## src/rtl/writeback_unit.sv

```systemverilog
// Register-file write port: merges ALU results and in-order load responses.
// Optional WB_BYPASS_EN adds forwarding ports and drops the write-port hazard term.
module writeback_unit #(
  parameter int LD_DEPTH = 4,
  parameter int XLEN     = 32
) (
  input  logic            clock,
  input  logic            reset,
  input  logic            alu_valid,
  output logic            alu_ready,
  input  logic [4:0]      alu_rd,
  input  logic [XLEN-1:0] alu_data,
  input  logic            ld_issue,
  output logic            ld_ready,
  input  logic [4:0]      ld_rd,
  input  logic [2:0]      ld_funct3,
  input  logic [1:0]      ld_offset,
  input  logic            mem_rvalid,
  input  logic [XLEN-1:0] mem_rdata,
  input  logic [4:0]      raddr1,
  input  logic [4:0]      raddr2,
  output logic            hazard,
  output logic            reg_wr,
  output logic [4:0]      waddr,
  output logic [XLEN-1:0] wdata,
`ifdef WB_BYPASS_EN
  output logic            fwd1_valid,
  output logic            fwd2_valid,
  output logic [XLEN-1:0] fwd1_data,
  output logic [XLEN-1:0] fwd2_data,
`endif
  output logic            err
);

  localparam int PW = $clog2(LD_DEPTH);
  localparam int CW = PW + 1;

  logic [4:0]      rd_q  [LD_DEPTH];
  logic [2:0]      f3_q  [LD_DEPTH];
  logic [1:0]      off_q [LD_DEPTH];
  logic [PW-1:0]   wp_q, rp_q;
  logic [CW-1:0]   cnt_q, cnt_d;
  logic            wr_q, wr_d;
  logic [4:0]      waddr_q, waddr_d;
  logic [XLEN-1:0] wdata_q, wdata_d;
  logic            err_q, err_d;
  logic            empty, push, pop;
  logic            hit1, hit2;
  logic [PW-1:0]   rel;

  function automatic logic [XLEN-1:0] extend(
    input logic [XLEN-1:0] w,
    input logic [2:0]      f3,
    input logic [1:0]      off
  );
    logic [7:0]      b;
    logic [15:0]     h;
    logic [XLEN-1:0] r;
    b = w[{off, 3'b000} +: 8];
    h = w[{off[1], 4'b0000} +: 16];
    unique case (f3)
      3'b000:  r = {{(XLEN-8){b[7]}}, b};
      3'b001:  r = {{(XLEN-16){h[15]}}, h};
      3'b100:  r = {{(XLEN-8){1'b0}}, b};
      3'b101:  r = {{(XLEN-16){1'b0}}, h};
      default: r = w;
    endcase
    return r;
  endfunction

  assign empty     = (cnt_q == '0);
  assign ld_ready  = (cnt_q != CW'(LD_DEPTH));
  assign alu_ready = !mem_rvalid;
  assign push      = ld_issue && ld_ready;
  assign pop       = mem_rvalid && !empty;
  assign cnt_d     = cnt_q + CW'(push) - CW'(pop);

  always_comb begin
    wr_d    = 1'b0;
    waddr_d = waddr_q;
    wdata_d = wdata_q;
    err_d   = err_q;
    if (mem_rvalid) begin
      if (!empty) begin
        wr_d    = (rd_q[rp_q] != 5'd0);
        waddr_d = rd_q[rp_q];
        wdata_d = extend(mem_rdata, f3_q[rp_q], off_q[rp_q]);
      end else begin
        err_d = 1'b1;
      end
    end else if (alu_valid) begin
      wr_d    = (alu_rd != 5'd0);
      waddr_d = alu_rd;
      wdata_d = alu_data;
    end
  end

  // An entry is live when its distance from the head is below the count.
  always_comb begin
    hit1 = 1'b0;
    hit2 = 1'b0;
    rel  = '0;
    for (int i = 0; i < LD_DEPTH; i++) begin
      rel = PW'(i) - rp_q;
      if ({1'b0, rel} < cnt_q) begin
        if (rd_q[i] == raddr1) hit1 = 1'b1;
        if (rd_q[i] == raddr2) hit2 = 1'b1;
      end
    end
`ifndef WB_BYPASS_EN
    if (wr_q && waddr_q == raddr1) hit1 = 1'b1;
    if (wr_q && waddr_q == raddr2) hit2 = 1'b1;
`endif
    hazard = (hit1 && raddr1 != 5'd0) ||
             (hit2 && raddr2 != 5'd0);
  end

`ifdef WB_BYPASS_EN
  assign fwd1_valid = wr_q && waddr_q == raddr1 && raddr1 != 5'd0;
  assign fwd2_valid = wr_q && waddr_q == raddr2 && raddr2 != 5'd0;
  assign fwd1_data  = wdata_q;
  assign fwd2_data  = wdata_q;
`endif

  always_ff @(posedge clock) begin
    if (push) begin
      rd_q[wp_q]  <= ld_rd;
      f3_q[wp_q]  <= ld_funct3;
      off_q[wp_q] <= ld_offset;
    end
  end

  always_ff @(posedge clock or posedge reset) begin
    if (reset) begin
      wp_q    <= '0;
      rp_q    <= '0;
      cnt_q   <= '0;
      wr_q    <= 1'b0;
      waddr_q <= '0;
      wdata_q <= '0;
      err_q   <= 1'b0;
    end else begin
      wp_q    <= wp_q + PW'(push);
      rp_q    <= rp_q + PW'(pop);
      cnt_q   <= cnt_d;
      wr_q    <= wr_d;
      waddr_q <= waddr_d;
      wdata_q <= wdata_d;
      err_q   <= err_d;
    end
  end

  assign reg_wr = wr_q;
  assign waddr  = waddr_q;
  assign wdata  = wdata_q;
  assign err    = err_q;

endmodule
```

## config.mk

```make
export PLATFORM = sky130hd
export DESIGN_NAME = writeback_unit
export DESIGN_NICKNAME = d
export VERILOG_FILES = /design/src/rtl/writeback_unit.sv
export SDC_FILE = /design/constraint.sdc
export NUM_CORES = 1
export LEC_CHECK = 0
export CORE_MARGIN = 8
export CORE_UTILIZATION = 49
export CTS_BUF_LIST = sky130_fd_sc_hd__clkbuf_16
export CTS_CLUSTER_SIZE = 20
export DETAILED_ROUTE_END_ITERATION = 8
export PLACE_DENSITY = 0.77
export SYNTH_ARGS = -nofsm -noshare
export SYNTH_HDL_FRONTEND = slang
export SYNTH_SLANG_ARGS = --single-unit
export TNS_END_PERCENT = 100
```

## constraint.sdc

```tcl
create_clock -name clock -period 3.5 [get_ports clock]
set_input_delay 0.7 -clock clock [delete_from_list [all_inputs] [get_ports clock]]
set_output_delay 0.7 -clock clock [all_outputs]
set_load 0.05 [all_outputs]
```

==> flow_summary.yaml <==
outcome:
  outcome: "complete, no violations"
synthesis:
  synth_top_area_cell: "edfxtp_1"
  synthFlopType: "dfrtp_1"
  synth_cells: 471
  yosys_warnings: 0
  ys_async_sr_fraction_pct: 53.5
  avgSynthCellArea_um2: 10.5
  syn-cell-area_um2: 4920
  synth_cell_types: 50
  ys_seq_area_share_pct: 47.8
  synth_edf_count: 40
  yosys-top-cells-count: "nand2_1, dfrtp_1, edfxtp_1"
  syn-num-nets: 574
  yosysMostFrequentCell: "nand2_1"
  netlist.area_leader.share_pct: 24.4
  ys_top_cells_by_area: "edfxtp_1, dfrtp_1, xor2_1"
  ys_ff_latch: 86
sta:
  setup_viol: 0
  report.final.slew_viol_count: 0
  hold_viol: 0
  timing.final.crit_share_pct: 94.2
  tns_ps: 0
  max_slew_margin_pct: 33.3
  grt_setup_unrepaired: "no"
  fmax_mhz: 303
  min_period_ps: 3300
  fin_skew_ps: 8.91
  worst_pin_slew_ps: 998
worst_setup_path:
  startpoint_type: "register"
  r2r_slack_ps: 680
  slowest_delay_ps: 520
  critical_path_required_ps: 2800
  critPathCaptureType: "primary output"
  cp_slowest_cell: "dfrtp_1"
  cp_max_fo: 9
  critical_path.cell_chain: "xnor2_1 > inv_1 > ha_1 > a21oi_1 > o2111ai_1 > o31ai_1 > nor3_1 > o22ai_1 > buf_12"
  arrival_ps: 2600
  r2r-end: "wdata[0]"
  rr_worst_depth: 7
  worstReg2RegStart: "rp_q[0]"
  critPathKind: "reg -> out"
worst_hold_path:
  worstHoldStart: "wdata[26]"
  whs_path_depth: 2
  hold_end: "wdata[26]"
  holdCritPathClass: "reg -> reg"
layout:
  antennaDiodeCount: 0
  area_growth_pct: 35.8
  design_area_um2: 6680
  drive_gt1_share_pct: 9.14
  num-fill-cells: 767
  final_nets: 700
power:
  clockPowerShare_pct: 15.5
  p_seq_share_pct: 29.0
  leakage_nw: 2.58
  p_int_mw: 3.19
  ir_worst_vdd_mv: 0.561
  combPwrFrac_pct: 55.5
  switching_power_mw: 2.79
  powerDensity_nw_per_um2: 896
  switching_share_pct: 46.6
die:
  core_area_um2: 9770
  boundaryPins: 136
  placementRows: 36
  die_height_um: 116
  die_area_um2: 13500
  initial_utilization_pct: 50.4
  die_w_um: 116
global_route:
  overflow: 0
  track_usage_pct: 23.1
  grt_pass1_vias: 4344
  antenna_found_initial: 0
  grt_max_degree: 47
  grt_pass1_wl_um: 23800
placement:
  hpwlAfterDp_um: 12000
  gp_congestion: 0.918
  dpl-instance-area_um2: 6390
  portBuffers: 135
clocking:
  cts_inserted_buffers: 9
  clk_path_buf_depth: 2
  postCtsSetupBuffers: 0
  clock-sinks: 86
  clk_pin_slew_ps: 70
  cts_hold_buffers: 0
  root_buffer: "clkbuf_16"
  clock_latency_ps: 340
  htreeDepth: 3
  postCtsResizedCells: 0
  cts_tree: "built"
routing:
  wl_per_cell_um: 21.2
  vias: 4257
  first_pass_iters: 5
  wirelength_um: 15600
  ant_nets: 0
  drc: 0
  drt_iter0_drc: 329
  viasPerCell: 5.79
flow_run:
  maxCapViolations: 0
-- critical path, delay by kind of cell (launching register included) --
family,cells,cell delay [ps]
flip-flops,1,520
adder cells (fa/ha/maj),1,270
buffers and inverters,2,250
AO/OA/AOI/OAI,4,870
XOR/XNOR,1,270
AND/OR/NAND/NOR,1,80
-- placed cells by master (no fill, tap or decap), types with 3 or more instances in the layout --
cell,netlist,layout
xnor2_1,26,26
o2111ai_1,4,4
dfrtp_1,46,46
or4_1,4,4
clkdlybuf4s50_1,0,133
a221oi_1,3,3
mux2_2,3,3
o21ai_0,23,23
o22ai_1,5,5
nand3_1,11,11
a31oi_1,6,6
a21oi_1,38,38
nor3_1,13,13
nor2_1,26,26
and3_1,12,12
clkbuf_16,0,9
nand2_1,57,57
buf_4,0,14
mux4_2,10,10
o221a_2,5,5
inv_1,10,9
ha_1,8,8
nor4_1,4,4
mux2i_1,15,15
nand2b_1,4,4
edfxtp_1,40,40
o22a_1,5,5
o2bb2ai_1,4,4
xor2_1,29,29
-- power groups by stage --
stage | Clock (mW) | Sequential [mW] | Combinational [mW]
global placement | 0 | 1.73 | 3.25
floorplan | 0 | 2.40 | 1.56
finish | 0.930 | 1.73 | 3.32
detailed placement | 0 | 1.75 | 3.31
global route | 0.976 | 1.78 | 3.54
CTS | 0.945 | 1.73 | 3.32
-- sequential cells by signal, indices dropped and copies added, names as in the netlist --
name	count
cnt_q	3
reg_wr	1
wp_q	2
f3_q	12
waddr	5
wdata	32
rp_q	2
rd_q	20
off_q	8
err	1
-- logic make-up (layout without fill, tap and decap cells) --
kind of cell,count (synthesis),count (layout),share of synthesized area [%]
XOR/XNOR,55,55,9.79
AO/OA/AOI/OAI,110,110,14.7
adder cells (fa/ha/maj),9,9,2.44
buffers and inverters,44,175,3.99
AND/OR/NAND/NOR,139,139,13.0
multiplexers,28,28,8.31
flip-flops,86,86,47.8
-- layout make-up --
| type | instances | area (um2) | area share [%] |
|---|---|---|---|
| repair buffers | 148 | 1460 | 21.8 |
| flip-flops and latches | 86 | 2350 | 35.2 |
| multi-input cells | 341 | 2370 | 35.5 |
| clock buffers | 9 | 225 | 3.37 |
| well taps | 133 | 166 | 2.49 |
| inverters | 11 | 41.3 | 0.618 |
| clock inverters | 7 | 68.8 | 1.03 |
-- through the flow --
stage               setup WS, ps  total power, mW  instances  hold WS [ps]  util [%]
detailed placement           282             5.06        719           474      65.4
finish                       202             5.99        735           488      68.4
global route                31.4             6.29        735           500      68.4
floorplan                    285             3.97        471           494         -
global placement             345             4.98        719           468      65.4
CTS                          191             6.00        735           488      68.4
-- worst max path at each step --
stage,startpoint,endpoint,slack (ps),cells after the start
after floorplan,rp_q[0],hazard,280,10
after global placement,raddr2[0],hazard,350,8
after detailed placement,raddr2[0],hazard,280,8
after CTS,rp_q[1],hazard,190,9
after global routing,rp_q[1],hazard,30,9
final,rp_q[1],hazard,200,9
-- per-layer routing --
metal / GRT usage [%] / routed length, um
met5: 0 / 0
met4: 8.56 / 375
met3: 4.34 / 1290
met2: 36.9 / 7270
met1: 30.7 / 6640
No activity file was read; power rests on OpenSTA's default activity.
